<file path="src/rtl/fnd_scan_controller.sv">
// Multi-digit seven-segment scan controller.
// Walks a one-hot digit select across NUM_DIGITS commons. Each digit is held
// for DIV cycles and opens with BLANK_CYCLES of dead-time to avoid ghosting.
// It also applies per-digit masking and leading-zero suppression.
// All outputs are registered and computed from next-state counters, so they
// move on the same edge as the position index.
module fnd_scan_controller #(
  parameter int NUM_DIGITS   = 4,
  parameter int POS_W        = $clog2(NUM_DIGITS),
  parameter int DIV          = 100000,
  parameter int BLANK_CYCLES = 1000,
  parameter bit ACTIVE_LOW   = 1'b1
) (
  input  logic                    i_clk,
  input  logic                    i_reset_n,
  input  logic                    i_enable,
  input  logic [4*NUM_DIGITS-1:0] i_data,
  input  logic [NUM_DIGITS-1:0]   i_dots,
  input  logic [NUM_DIGITS-1:0]   i_digit_mask,
  input  logic                    i_lz_en,
  output logic [NUM_DIGITS-1:0]   o_digit,
  output logic [POS_W-1:0]        o_digit_pos,
  output logic [3:0]              o_bcd,
  output logic                    o_dp,
  output logic                    o_scan_tick
);

  localparam int CNT_W = (DIV > 1) ? $clog2(DIV) : 1;
  localparam logic [CNT_W-1:0] LAST_CNT = CNT_W'(DIV - 1);
  localparam logic [POS_W-1:0] LAST_POS = POS_W'(NUM_DIGITS - 1);
  localparam logic POL = ACTIVE_LOW;

  logic [CNT_W-1:0]      prescaler_q, prescaler_d;
  logic [POS_W-1:0]      pos_q, pos_d;
  logic [NUM_DIGITS-1:0] digit_q, digit_d;
  logic [3:0]            bcd_q, bcd_d;
  logic                  dp_q, dp_d;
  logic                  tick_q, tick_d;

  logic [NUM_DIGITS-1:0] lzDark;
  logic [NUM_DIGITS-1:0] posSel;
  logic                  dotReq;
  logic                  digitDark;
  logic                  blankDone;
  logic                  lit;

  // Advance the prescaler and step the position at the end of each slot.
  always_comb begin
    prescaler_d = '0;
    pos_d       = '0;
    tick_d      = 1'b0;
    if (i_enable) begin
      if (prescaler_q == LAST_CNT) begin
        prescaler_d = '0;
        tick_d      = 1'b1;
        pos_d       = (pos_q == LAST_POS) ? '0 : pos_q + POS_W'(1);
      end else begin
        prescaler_d = prescaler_q + CNT_W'(1);
        pos_d       = pos_q;
      end
    end
  end

  // A digit is a leading zero when it and every higher nibble are zero; digit 0 always shows.
  always_comb begin
    logic allZero;
    allZero = 1'b1;
    lzDark  = '0;
    for (int k = NUM_DIGITS - 1; k >= 0; k--) begin
      allZero   = allZero & (i_data[4*k +: 4] == 4'h0);
      lzDark[k] = i_lz_en & allZero & (k != 0);
    end
  end

  // The dead-time window covers the first BLANK_CYCLES counts of each slot.
  generate
    if (BLANK_CYCLES == 0) begin : g_noBlank
      assign blankDone = 1'b1;
    end else begin : g_blank
      localparam logic [CNT_W-1:0] BLANK_CNT = CNT_W'(BLANK_CYCLES);
      assign blankDone = (prescaler_d >= BLANK_CNT);
    end
  endgenerate

  // Select the nibble, dot and darkening state of the digit about to be shown.
  always_comb begin
    bcd_d     = '0;
    posSel    = '0;
    dotReq    = 1'b0;
    digitDark = 1'b0;
    for (int k = 0; k < NUM_DIGITS; k++) begin
      if (pos_d == POS_W'(k)) begin
        bcd_d     = i_data[4*k +: 4];
        posSel[k] = 1'b1;
        dotReq    = i_dots[k];
        digitDark = ~i_digit_mask[k] | lzDark[k];
      end
    end
    lit     = i_enable & blankDone & ~digitDark;
    digit_d = (lit ? posSel : '0) ^ {NUM_DIGITS{POL}};
    dp_d    = (lit & dotReq) ^ POL;
  end

  // State and output registers; reset leaves every digit dark at position 0.
  always_ff @(posedge i_clk or negedge i_reset_n) begin
    if (!i_reset_n) begin
      prescaler_q <= '0;
      pos_q       <= '0;
      digit_q     <= {NUM_DIGITS{POL}};
      bcd_q       <= '0;
      dp_q        <= POL;
      tick_q      <= 1'b0;
    end else begin
      prescaler_q <= prescaler_d;
      pos_q       <= pos_d;
      digit_q     <= digit_d;
      bcd_q       <= bcd_d;
      dp_q        <= dp_d;
      tick_q      <= tick_d;
    end
  end

  assign o_digit     = digit_q;
  assign o_digit_pos = pos_q;
  assign o_bcd       = bcd_q;
  assign o_dp        = dp_q;
  assign o_scan_tick = tick_q;

endmodule

</file>
<file path="config.mk">
export PLATFORM = sky130hd
export DESIGN_NAME = fnd_scan_controller
export DESIGN_NICKNAME = d
export VERILOG_FILES = /design/src/rtl/fnd_scan_controller.sv
export SDC_FILE = /design/constraint.sdc
export NUM_CORES = 1
export LEC_CHECK = 0
export CORE_ASPECT_RATIO = 0.5
export CORE_MARGIN = 2
export CORE_UTILIZATION = 56
export DETAILED_ROUTE_END_ITERATION = 10
export DONT_BUFFER_PORTS = 1
export PLACE_DENSITY_LB_ADDON = 0.3
export SETUP_SLACK_MARGIN = 0.02
export SYNTH_ARGS = -nofsm -noshare
export SYNTH_HDL_FRONTEND = slang
export SYNTH_SLANG_ARGS = --single-unit
</file>
<file path="constraint.sdc">
create_clock -name i_clk -period 2.2 [get_ports i_clk]
set_input_delay 0.44 -clock i_clk [delete_from_list [all_inputs] [get_ports i_clk]]
set_output_delay 0.44 -clock i_clk [all_outputs]
set_load 0.01 [all_outputs]
</file>
==> metrics.md <==
| Metric | Value |
|---|---|
| Status | `completed` |
| RSZ-0062 raised after global routing | `yes` |
| # clock sinks | `29` |
| Top_reg_cell synth | `dfrtp_1` |
| Post-layout nets | `228` |
| Sequential area share after synthesis | `43.1%` |
| Initial Util | `57.7%` |
| Top cells by area, synth | `dfrtp_1 (35%), dfstp_2 (7.7%), xnor2_1 (5.2%)` |
| Clk_lat worst skew | `0.28 ns` |
| EDFF count, synth | `0` |
| CTS HTree Levels | `2` |
| CP Capture Type | `flop` |
| Worst Path Arrival | `about 2.4 ns` |
| Synth Register Bits | `29` |
| Finished Layout Cells | `239` |
| First-pass GRT wire length | `6200 um` |
| Normalized max-slew margin | `75.5%` |
| Die W | `slightly above 80 um` |
| Syn_area_per_cell | `9.93 um2` |
| Worst reg-to-reg path cell count | `7` |
| Syn Std Cell Area | `0.00170 mm2` |
| Initial antenna violation count | `0` |
| Global router's overall resource usage | `24.0%` |
| Synth warn | `0` |
| Async S/R FF share, synth | `100%` |
| Hold slack | `0.305 ns` |
| Drt wl/cell | `15.9 um` |
| I/O Pins | `40` |
| Syn nets | `201` |
| DR DRC count | `0` |
| TritonCTS clock tree | `done` |
| Post-DRT Antenna Nets | `0` |
| Tot Pwr | `1.19 mW` |
| Cts bufs inserted | `5` |
| Leak Pwr | `0.885 nW` |
| Mapped Cells | `171` |
| Max-cap violations | `0` |
| Share of cells above drive strength 1 | `33.7%` |
| Worst IR Drop VDD | `around 0.39 mV` |
| Worst Tran Pin Value | `roughly 0.36 ns` |
| Reg clk slew, reported paths | `~0.07 ns` |
| WS Path Type | `flop to flop` |
| Placed cells | `224` |
| Rows | `14` |
| Routed via count | `1394` |
| GRT overflow | `0` |
| DR vias/cell | `5.83` |
| Final hold vios | `0` |
| Critical Path RT | `2.40 ns` |
| Setup TNS Final | `0 ns` |
| Fin crit period | `2.20 ns` |
| # fillers | `208` |
| FMAX | `about 460 MHz` |
| Slew Viols, Final | `0` |
| Starting DRT DRC Count | `117` |
| Leading area contributor after synthesis | `dfrtp_1` |
| Final setup vio count | `0` |
| Synth top area share | `35.4%` |
| DPL Wire Length | `2600 um` |
| Class of the worst hold path | `input port to flop` |
| Die Area | `0.00352 mm2` |
| Die H | `42.9 um` |
| Tcrit/Tclk final | `99.9%` |
| PnR worst setup slack | `0.00271 ns` |
| PortBufs | `0` |
| Worst clock skew | `around 0.0091 ns` |
| PwrDens | `567 mW/mm2` |
| Core ar. | `0.00294 mm2` |
| Pin count of the biggest net entering global routing | `30` |
| Area Overhead vs Synth | `23.2%` |
| Root buffer cell | `clkbuf_8` |
| Vias in the first global route | `roughly 1400` |
| Commonest non-fill, non-tap cell in the layout | `buf_4` |
| Worst Path Max Fanout | `5` |
| Count of cell types in the netlist | `48` |
| Most frequent cells in the layout | `buf_4 (25), dfrtp_1 (23), nor2_1 (21)` |
| Pre-CTS setup slack | `0.0258 ns` |
| Drt pass-1 iters | `4` |
| Hold Crit Depth | `2` |
| Gp weighted congestion | `0.858` |
| Diodes inserted | `0` |
| Max clock buf depth | `2` |
| Post-Route WL | `3800 um` |
| CP startpoint kind | `flop` |
==> area by class of cell <==
type | count | area, um2 | share of cell area (%)
sequential | 29 | 733 | 35.0
timing repair buffer | 27 | 218 | 10.4
clock buffer | 6 | 82.6 | 3.95
clock inverter | 2 | 37.5 | 1.79
tap | 40 | 50.0 | 2.39
inverter | 4 | 15.0 | 0.718
multi-input combinational | 131 | 956 | 45.7
==> state kept, by name (all words and copies together) (netlist names) <==
name         count
prescaler_q     17
o_bcd            4
o_dp             1
o_digit          4
o_digit_pos      2
o_scan_tick      1
==> kinds of logic (layout without fill, tap and decap cells) <==
logic type | Yosys count | count (layout) | synth area share (%)
compound gates | 20 | 20 | 8.99
simple gates | 86 | 86 | 29.3
fa+ha+maj | 2 | 2 | 1.47
mux | 4 | 4 | 3.83
xor+xnor | 19 | 19 | 9.80
flops | 29 | 29 | 43.1
buf+inv | 11 | 39 | 3.54
==> synthesized netlist by cell type, types with 2 or more instances <==
| library cell | number |
|---|---|
| dfstp_2 | 5 |
| a31oi_1 | 6 |
| inv_1 | 3 |
| a211oi_1 | 4 |
| dfrtp_1 | 24 |
| nor4_1 | 4 |
| nand3_1 | 10 |
| and2_1 | 4 |
| or4_1 | 2 |
| nand2_1 | 19 |
| buf_2 | 2 |
| nand3b_1 | 2 |
| ha_1 | 2 |
| nand4_1 | 4 |
| xor2_1 | 9 |
| mux2i_1 | 2 |
| nor3_1 | 5 |
| nor2_1 | 22 |
| xnor2_1 | 10 |
| and3_2 | 2 |
| clkbuf_1 | 2 |
| buf_6 | 2 |
==> worst paths after layout <==
check | startpoint | to | slack, ns
max in group asynchronous | i_reset_n | o_digit[1] | 1.32
min in group asynchronous | i_reset_n | o_bcd[0] | 0.65
worst min-delay path | i_data[12] | o_bcd[0] | 0.30
worst min register to register | prescaler_q[0] | prescaler_q[0] | 0.56
worst max-delay path | prescaler_q[12] | o_digit[0] | 0.003
worst max register to register | prescaler_q[12] | o_digit[0] | 0.003
==> metal layers <==
metal  wire length (um)  track usage [%]  up-vias  share of wire, %
met5                  0                0        -                 0
met4                 48             7.67        0               1.3
met3                247             7.87        9               6.5
met2               1830             39.0       54                48
met1               1670             30.3      667                44
li1                   -                -      664                 -
==> power by group <==
group          switching, mW  internal (mW)  leakage, nW  total, mW
logic                 0.0315         0.0272        0.453     0.0587
clock network          0.209          0.368       0.0574      0.577
registers            0.00817          0.542        0.375      0.551
total                  0.249          0.937        0.885       1.19
==> per-stage QoR <==
stage	util [%]	instance area, um2
finish	71.1	2090
CTS	68.6	2020
global placement	63.0	1850
detailed placement	63.0	1850
floorplan	-	1700
global route	71.1	2090
==> what timing repair did <==
action                     CTS  global route
hold endpoints to repair    29             0
setup endpoints to repair    2             8
buffers inserted             2             3
pin swaps                    2            10
gates resized for setup      0            12
hold buffers                 2             0
==> worst max-delay path: stages, from the launching register on <==
cell and delay, ns:
dfrtp_1 0.41, nor4b_4 0.41, nand4_4 0.18, mux2i_4 0.24, nand3b_1 0.18, a211o_1 0.33
a32oi_4 0.25, nand3b_1 0.11
Note: power is estimated with default switching activity, not from simulation.
